--- config.mk ---
export PLATFORM = sky130hd
export DESIGN_NAME = bram_port_arbiter
export DESIGN_NICKNAME = d
export VERILOG_FILES = /design/src/rtl/bram_port_arbiter.sv
export SDC_FILE = /design/constraint.sdc
export NUM_CORES = 1
export LEC_CHECK = 0
export ABC_AREA = 1
export BUFFER_PORTS_ARGS = -buffer_cell sky130_fd_sc_hd__buf_2
export CAP_MARGIN = 30
export CORE_AREA = 2 2 95 97
export CTS_CLUSTER_SIZE = 20
export DETAILED_ROUTE_END_ITERATION = 10
export DIE_AREA = 0 0 97 99
export PLACE_DENSITY = 0.57
export SLEW_MARGIN = 25
export SYNTH_ARGS = -nofsm -noshare
export SYNTH_HDL_FRONTEND = slang
export SYNTH_SLANG_ARGS = --single-unit
--- constraint.sdc ---
create_clock -name clk -period 1.5 [get_ports clk]
set_clock_uncertainty 0.15 [all_clocks]
set_input_delay 0.225 -clock clk [delete_from_list [all_inputs] [get_ports clk]]
set_output_delay 0.225 -clock clk [all_outputs]
set_load 0.01 [all_outputs]
--- src/rtl/bram_port_arbiter.sv ---
// Two-requester arbiter for one 32-bit byte-write block RAM port.
// Grants one access per cycle and returns 1-cycle read data to its owner.
//
// Ports:
//   clk, rst_n          clock, synchronous active-low reset
//   m0_* / m1_*         requester ports: req/addr/we/wdata in, ack/rdata/rvalid out
//   ram_clken/addr/we/din  RAM port drive
//   ram_dout            RAM read data (1-cycle latency)
module bram_port_arbiter #(
    parameter int ADDR_WIDTH   = 12,
    parameter int FIXED_PRIO   = 0,
    parameter int STARVE_LIMIT = 8
) (
    input  logic                  clk,
    input  logic                  rst_n,
    input  logic                  m0_req,
    input  logic [ADDR_WIDTH-1:0] m0_addr,
    input  logic [3:0]            m0_we,
    input  logic [31:0]           m0_wdata,
    output logic                  m0_ack,
    output logic [31:0]           m0_rdata,
    output logic                  m0_rvalid,
    input  logic                  m1_req,
    input  logic [ADDR_WIDTH-1:0] m1_addr,
    input  logic [3:0]            m1_we,
    input  logic [31:0]           m1_wdata,
    output logic                  m1_ack,
    output logic [31:0]           m1_rdata,
    output logic                  m1_rvalid,
    output logic                  ram_clken,
    output logic [ADDR_WIDTH-1:0] ram_addr,
    output logic [3:0]            ram_we,
    output logic [31:0]           ram_din,
    input  logic [31:0]           ram_dout
);

    localparam logic [7:0] LIMIT = 8'(STARVE_LIMIT);

    logic       rd_pend_q, rd_pend_d;
    logic       rd_owner_q, rd_owner_d;
    logic       last_gnt_q, last_gnt_d;
    logic [7:0] starve_cnt_q, starve_cnt_d;

    logic act0, act1;
    logic gnt0, gnt1;

    // Requests are masked during reset so nothing reaches the RAM.
    assign act0 = rst_n & m0_req;
    assign act1 = rst_n & m1_req;

    always_comb begin
        gnt0 = 1'b0;
        gnt1 = 1'b0;
        if (act0 && act1) begin
            if (FIXED_PRIO != 0) begin
                if (starve_cnt_q == LIMIT) gnt1 = 1'b1;
                else                       gnt0 = 1'b1;
            end else begin
                // last_gnt_q: 0 = m0, 1 = m1; grant the other one
                if (last_gnt_q) gnt0 = 1'b1;
                else            gnt1 = 1'b1;
            end
        end else begin
            gnt0 = act0;
            gnt1 = act1;
        end
    end

    assign m0_ack = gnt0;
    assign m1_ack = gnt1;

    // RAM drive: idle cycles keep m0 address/data, but never write.
    assign ram_clken = gnt0 | gnt1;
    assign ram_addr  = gnt1 ? m1_addr  : m0_addr;
    assign ram_din   = gnt1 ? m1_wdata : m0_wdata;
    assign ram_we    = gnt1 ? m1_we : (gnt0 ? m0_we : 4'b0000);

    always_comb begin
        last_gnt_d = last_gnt_q;
        if (gnt0) last_gnt_d = 1'b0;
        if (gnt1) last_gnt_d = 1'b1;
    end

    // Wait counter for m1, saturating so the override stays asserted.
    always_comb begin
        starve_cnt_d = starve_cnt_q;
        if (!m1_req || gnt1)
            starve_cnt_d = 8'd0;
        else if (starve_cnt_q != LIMIT)
            starve_cnt_d = starve_cnt_q + 8'd1;
    end

    always_comb begin
        rd_pend_d  = (gnt0 && (m0_we == 4'b0000)) ||
                     (gnt1 && (m1_we == 4'b0000));
        rd_owner_d = rd_pend_d ? gnt1 : rd_owner_q;
    end

    always_ff @(posedge clk) begin
        if (!rst_n) begin
            rd_pend_q    <= 1'b0;
            rd_owner_q   <= 1'b0;
            last_gnt_q   <= 1'b1;
            starve_cnt_q <= 8'd0;
        end else begin
            rd_pend_q    <= rd_pend_d;
            rd_owner_q   <= rd_owner_d;
            last_gnt_q   <= last_gnt_d;
            starve_cnt_q <= starve_cnt_d;
        end
    end

    assign m0_rvalid = rd_pend_q & ~rd_owner_q;
    assign m1_rvalid = rd_pend_q &  rd_owner_q;
    assign m0_rdata  = ram_dout;
    assign m1_rdata  = ram_dout;

endmodule

# After elaboration in Yosys (flattened, before gate mapping)
# Index checks and enable logic that the tools add are counted.
# totals
regBits	3
inputBits	132
out_inout_bits	117
elab_cells	25
# op_classes
muxes	8
bitwise_logic	7
n_reduce_logical	7
# ops
operator	count
32-bit 2-to-1 mux	1
12-bit 2-to-1 mux	1
4-bit zero test	2
4-bit 2-to-1 mux	2
1-bit bitwise AND	4
1-bit 2-to-1 mux	4
1-bit logical AND	3
1-bit NOT	2
2-bit OR reduction	1
1-bit logical OR	1
1-bit OR	1

# Longest topological paths before layout
# Gate-level depths: netlist of run 1.
# logic_depth
ltp_word	5
mapped_depth	8
mapped_depth_nobuf	7

# Worst setup path before layout of run 1
# Ideal clock, no wire load.
# synth_path
path_kind	reg-to-output
start	reg last_gnt_q
end	out ram_we[0]
t_arrival_ns	1.009
required_ns	1.125
slack_ns	0.116
path_stages_with_launch	5
n_path_buf	0
path_cell_list	dfxtp_1 > inv_1 > a21oi_1 > inv_1 > o22ai_1
# synth_between
elab_chain_cells	4
word_cells_on_any_way	6
cone_classes	mux: 6
# synth_lines
element	line	rtl
start: declaration	41	logic last_gnt_q, last_gnt_d;
start signal: assignment	108	last_gnt_q <= last_gnt_d;
1-bit 2-to-1 mux	60	if (last_gnt_q) gnt0 = 1'b1;
1-bit 2-to-1 mux	54	if (act0 && act1) begin
net m0_ack	20	output logic m0_ack,
4-bit 2-to-1 mux (2 in series)	76	assign ram_we = gnt1 ? m1_we : (gnt0 ? m0_we : 4'b0000);
end: declaration	32	output logic [3:0] ram_we,
# The timed path passes the listed nets, and every way through them passes these cells.

# Worst setup path in the final report of run 1
# layout_path
start	reg last_gnt_q
end	out ram_we[0]
# layout_between
elab_chain_cells	4
word_cells_on_any_way	6
cone_classes	mux: 6
# layout_lines
element	line
1-bit 2-to-1 mux	60
1-bit 2-to-1 mux	54
4-bit 2-to-1 mux	76
4-bit 2-to-1 mux *	76
# Mark *: on every way between the ends. The rest lies on a longest branch, timed or not.

==> impl_results.md, run 1 <==
* Remaining Overflow, GRT at 0
* Max Clk Rate at ~0.6 GHz
* Die Height at roughly 99 microns
* Worst Hold Class: input pin to register
* CP arrival at 1.31 ns
* Via count of the first global-routing pass at about 1600
* Pleak at about 1.3 nW
* Horiz. Die Dim at between 90 and 100 microns
* Core Util, Final at 0.216
* Pwr dens at 449 mW/mm^2
* # fillers at between 900 and 1000
* Register area at 61.3 sq um
* Unique masters post-synth at 15
* Final Power at 0.831 mW
* Longest Clk Path Bufs at 2
* Final Instance Area at around 0.0018 sq mm
* GR Util All Layers at 0.0815
* CP cell instances: nand2_2 -> inv_2 -> nor2_4 -> inv_2 -> buf_12 -> o22ai_1 -> buf_2
* I/O Pins at 249
* Root Buffer Master: clkbuf_8
* Setup ws final at -0.184 ns
* VDD IR-drop max at between 0.1 and 0.15 mV
* Syn Nets at approximately 380
* Starting Density at 0.151
* RSZ-0062 raised after global routing: yes
* H-Tree Depth at 1
* CP startpoint kind: register
* Final min period at 1.68 ns
* Max cap viols at 0
* Port bufs at around 150
* Fin crit share at 1.12
* Vias per inst at 3.68
* Cell count after synthesis at 250
* Rows at 34
* Status: complete, but fails checks
* Layout cells sized above 1 at 0.509
* Pre-Repair DR Iteration Count at 4
* Clock insertion delay at the later pin of the skew report at about 0.21 ns
* DIE AREA at a little under 0.01 sq mm
* Placed Area at 0.00168 sq mm
* Failing checks: negative setup slack
* Multi-input logic area at around 640 sq um
* Drc violations at 0
* CTS clk-pin slew, worst paths at roughly 0.030 ns
* CTS tree: yes
* Clk sinks at 3
* Largest net degree at the start of global routing at 27
* Final hold viol count at 0
* Post-Syn Area at about 0.0013 sq mm
* Via count at roughly 1700
* Final setup fails at just under 50
* Nets at 475
* Mapped Avg Cell Area at 5.17 sq um
* Final Non-Filler Cells at 450
* Worst R2R Setup Slack at ~0.23 ns
* Gpl congestion at approximately 0.64
* Routed Antenna Nets at 0
* Post-synthesis sequential area ratio at 0.0465
* Initial antenna violation count at 0
* Slew HR at 0.860
* Yosys reg bits at 3
* Worst Tran Pin Value at 0.209 ns
* Initial DRC Count at 27
* CP max-delay cell: dfxtp_2
* CP Capture Type: output port
* Routed len/inst at ~10 microns
* Total CTS buffers at 3
* Crit path largest cell delay at 0.32 ns
* Core ar. at 0.00855 sq mm
* Area Growth Syn to Fin at 43.1%
* Placed insts at 441
* Yosys warning count at 0
* Worst hold slack at about 0.095 ns
* Ant diodes at 0
* CP max FO at 26
* CP required at around 1.1 ns
* Max Slew Vio Count at 0
* First-pass GRT wire length at between 6000 and 7000 microns
* CP most frequent cell: inv_2
* WS Path Type: register to output port
* Hpwl dp at 3560 microns
* Overall routed net length at about 4500 microns
* CTS Hold Bufs at 0
==> cell usage after synthesis (all sizes together) <==
| cell | instances | area share |
|---|---|---|
| a21boi | 1 | 0.0058 |
| a21oi | 1 | 0.0039 |
| buf | 72 | 0.43 |
| clkbuf | 2 | 0.0058 |
| dfxtp | 3 | 0.046 |
| inv | 16 | 0.046 |
| nand2 | 145 | 0.42 |
| nand3 | 1 | 0.0039 |
| nor2 | 4 | 0.014 |
| o211ai | 1 | 0.0058 |
| o22ai | 4 | 0.019 |
==> power breakdown <==
part	total, mW	switching [mW]	internal, mW
Combinational	0.512	0.257	0.254
Sequential	0.0862	0.00219	0.0840
Clock	0.233	0.0520	0.181
Total	0.831	0.312	0.519
==> routing by layer <==
| layer | wire length [microns] | vias up | global-route usage |
|---|---|---|---|
| li1 | - | 860 | - |
| met1 | 1560 | 674 | 0.0851 |
| met2 | 2420 | 97 | 0.155 |
| met3 | 380 | 27 | 0.0177 |
| met4 | 116 | 0 | 0.0379 |
| met5 | 0 | - | 0 |
==> stage by stage <==
| stage | setup WS [ns] | TNS, ns |
|---|---|---|
| 6_report | -0.184 | -6.05 |
| 5_1_grt | -0.254 | -10.59 |
| 4_1_cts | -0.164 | -6.10 |
| 3_5_place_dp | -0.0247 | -0.334 |
| 3_3_place_gp | -0.000753 | -0.000753 |
| 2_1_floorplan | 0.116 | 0 |
==> logic make-up (layout without fill, tap and decap cells) <==
logic type	Yosys count	after routing	synth area share
and+or+nand+nor	150	150	0.439
buffers and inverters	90	182	0.480
AOI/OAI and AO/OA	7	7	0.0348
DFF	3	3	0.0465
==> worst max-delay path: cells and delay by family (launching register included) <==
| family | cells | cell delay (ns) |
|---|---|---|
| DFF | 1 | 0.32 |
| buffers and inverters | 4 | 0.43 |
| AOI/OAI and AO/OA | 1 | 0.16 |
| and+or+nand+nor | 2 | 0.19 |
==> sequential cells by signal, summed over array words and instances (netlist names) <==
| signal | flops |
|---|---|
| last_gnt_q | 1 |
| rd_owner_q | 1 |
| rd_pend_q | 1 |
==> final cells by class <==
type	count	share of cell area
inverters	16	0.0325
clock buffers	4	0.0244
multi-input cells	157	0.344
flip-flops and latches	3	0.0332
well taps	108	0.0731
repair buffers	162	0.493
==> final timing paths <==
path                            startpoint          to  depth (start not counted)
worst min register to register  last_gnt_q  last_gnt_q                          2
worst max-delay path            last_gnt_q   ram_we[0]                          7
worst min-delay path                m0_req  last_gnt_q                          2
worst max register to register  last_gnt_q  rd_owner_q                          8
==> placed cells by master, fill, tap and decap left out <==
cell type,Yosys,final
buf_6,4,4
nor2_4,0,1
o22ai_2,0,2
buf_2,1,151
buf_4,67,2
o22ai_1,4,2
clkbuf_1,2,1
inv_1,15,14
nand2_2,0,3
clkbuf_8,0,3
inv_2,1,2
a21boi_0,1,1
o211ai_1,1,1
buf_8,0,2
nor2_1,3,3
a21oi_1,1,1
buf_12,0,2
nand3_1,1,1
dfxtp_1,3,2
nand2_1,145,142
dfxtp_2,0,1
clkbuf_16,0,1
==> what timing repair did <==
item | in CTS | in global routing
gates resized for setup | 6 | 11
setup endpoints to repair | 49 | 49
pin swaps | 0 | 0
cloned | 0 | 2
buffers inserted | 0 | 3
(Power assumes the default switching activity.)
==> inputs of run 2 (changes only) <==
--- a/constraint.sdc
+++ b/constraint.sdc
@@ -3,3 +3,3 @@
 set_input_delay 0.225 -clock clk [delete_from_list [all_inputs] [get_ports clk]]
 set_output_delay 0.225 -clock clk [all_outputs]
-set_load 0.01 [all_outputs]
+set_load 0.005 [all_outputs]
==> run 2 against run 1 <==
- the run still ends with negative setup slack left
- critical path depth increased by 1
- highest routed layer unchanged
- sequential power barely moved
- core utilization up 0.67 points
- wire length up 2.8%
- critical endpoint is now ram_din[12]
==> impl_results.md, run 2 (synthesized netlist as in run 1, its figures left out) <==
* DP Worst Slack at -0.00566 ns (+0.0191 ns)
* # fillers at 986 (-0.20%)
* Overall routed net length at 4600 microns (+2.8%)
* H-Tree Depth at 1 (unchanged)
* Nets at 477 (+0.42%)
* Top sig layer: met4
* Register area at 61.3 sq um (unchanged)
* Largest net degree at the start of global routing at 27 (unchanged)
* Die Height at 99 microns (unchanged)
* Hpwl dp at 3570 microns (+0.14%)
* Failing checks: negative setup slack
* Rows at 34 (unchanged)
* Final Non-Filler Cells at 452 (+0.44%)
* Root Buffer Master: clkbuf_8
* CTS clk-pin slew, worst paths at 0.03 ns (about the same)
* Multi-input logic area at 644 sq um (+1.2%)
* Pleak at 1.29 nW (+2.5%)
* Max cap viols at 0 (unchanged)
* I/O Pins at 249 (unchanged)
* Starting Density at 0.151 (unchanged)
* DIE AREA at 0.00960 sq mm (unchanged)
* Placed Area at 0.00168 sq mm (unchanged)
* Placed insts at 441 (unchanged)
* Core Util, Final at 0.223 (+0.00673)
* Largest regs: last_gnt_q: 1 flops, rd_owner_q: 1 flops, rd_pend_q: 1 flops
* Worst Tran Pin Value at 0.218 ns (+0.00904 ns)
* Setup TNS at -6.85 ns (-0.797 ns)
* CP startpoint kind: register
* Via count at 1701 (+2.6%)
* Pre-Repair DR Iteration Count at 4 (unchanged)
* RSZ-0062 raised after global routing: yes
* VDD IR-drop max at 0.130 mV (+0.23%)
* Met2 routed wirelength at 2430 microns (+0.54%)
* Remaining Overflow, GRT at 0 (unchanged)
* Initial antenna violation count at 0 (unchanged)
* CP arrival at 1.28 ns (-0.03 ns)
* Total CTS buffers at 3 (unchanged)
* Final Power at 0.807 mW (-2.9%)
* Met3 wire length at 392 microns (+3.2%)
* First-pass GRT wire length at 6600 microns (-2.1%)
* Max Slew Vio Count at 0 (unchanged)
* Clock insertion delay at the later pin of the skew report at 0.21 ns (about the same)
* Final min period at 1.66 ns (-0.0252 ns)
* Initial DRC Count at 19 (-30%)
* Max Clk Rate at 0.603 GHz (+1.5%)
* WS Path Type: register to output port
* Drc violations at 0 (unchanged)
* Area Growth Syn to Fin at 47.5%
* Pwr dens at 423 mW/mm^2 (-5.8%)
* CP required at 1.12 ns (about the same)
* Core ar. at 0.00855 sq mm (unchanged)
* Vias per inst at 3.76 (+2.1%)
* Via count of the first global-routing pass at 1620 (+0.25%)
* Layout cells sized above 1 at 0.512 (+0.00286)
* Ant diodes at 0 (unchanged)
* CP Capture Type: output port
* WL met1 at 1650 microns (+6.2%)
* Clk sinks at 3 (unchanged)
* Gpl congestion at 0.636 (about the same)
* Routed len/inst at 10.2 microns (+2.3%)
* Fin crit share at 1.11 (-0.0168)
* Final hold viol count at 0 (unchanged)
* GR Util All Layers at 0.0797 (-0.00178)
* Longest Clk Path Bufs at 2 (unchanged)
* Worst Hold Class: input pin to register
* Final setup fails at 49 (unchanged)
* Setup ws final at -0.159 ns (+0.0252 ns)
* CP max FO at 13 (-50%)
* CTS tree: yes
* Worst hold slack at 0.0941 ns (-0.000900 ns)
* Routed Antenna Nets at 0 (unchanged)
* Horiz. Die Dim at 97 microns (unchanged)
* Commonest cells after routing, fill and taps aside: buf_2, nand2_1, inv_1, o22ai_2, buf_6
* Final Instance Area at 0.00191 sq mm (+3.1%)
* Status: complete, but fails checks
* Slew HR at 0.855 (-0.00567)
* Port bufs at 152 (unchanged)
* Most common cell after layout, fill and taps aside: buf_2
[run 2: cell count changes in the layout (fill, tap and decap cells not counted)]
cell       previous run  this run
o22ai_1               2         0
buf_8                 2         0
nand2_2               3         1
inv_4                 0         1
inv_2                 2         1
buf_4                 2         3
buf_12                2         3
o22ai_2               2         4
clkbuf_16             1         3
nand2_1             142       144
[run 2: final cells by class]
cell class	instances	area share
clock buffers	4	0.0236
flip-flops and latches	3	0.0322
repair buffers	164	0.503
well taps	108	0.0709
inverters	16	0.0328
multi-input cells	157	0.338
[run 2: power by group]
| part | total, mW | switching (mW) | internal (mW) |
|---|---|---|---|
| Combinational | 0.485 | 0.220 | 0.265 |
| Sequential | 0.0862 | 0.00225 | 0.0840 |
| Clock | 0.235 | 0.0539 | 0.181 |
[run 2: metal layers]
layer  vias up  track usage
li1        864            -
met1       705       0.0787
met2       103        0.156
met3        29       0.0177
met4         0       0.0390
met5         -            0
[run 2: final timing paths]
kind / from / end / slack [ns] / depth (start not counted)
setup / recovery: last_gnt_q / ram_din[12] / -0.16 / 8
hold / removal: m0_req / last_gnt_q / 0.09 / 2
setup reg to reg: last_gnt_q / rd_owner_q / 0.20 / 8
hold reg to reg: last_gnt_q / last_gnt_q / 0.37 / 2
[run 2: critical path, stage by stage, from the launching register on]
cell	delay [ns]
dfxtp_2	0.32
nand2_2	0.06
inv_2	0.04
nor2_4	0.15
inv_4	0.09
clkbuf_16	0.18
nand2_1	0.06
nand2_1	0.05
buf_2	0.12
[run 2: what timing repair did]
item / in CTS / in global routing
setup endpoints to repair: 49 / 49
endpoints found under the hold margin: 0 / 0
hold buffers: 0 / 0
buffers inserted: 0 / 3
cloned: 0 / 4
gates resized for setup: 6 / 11
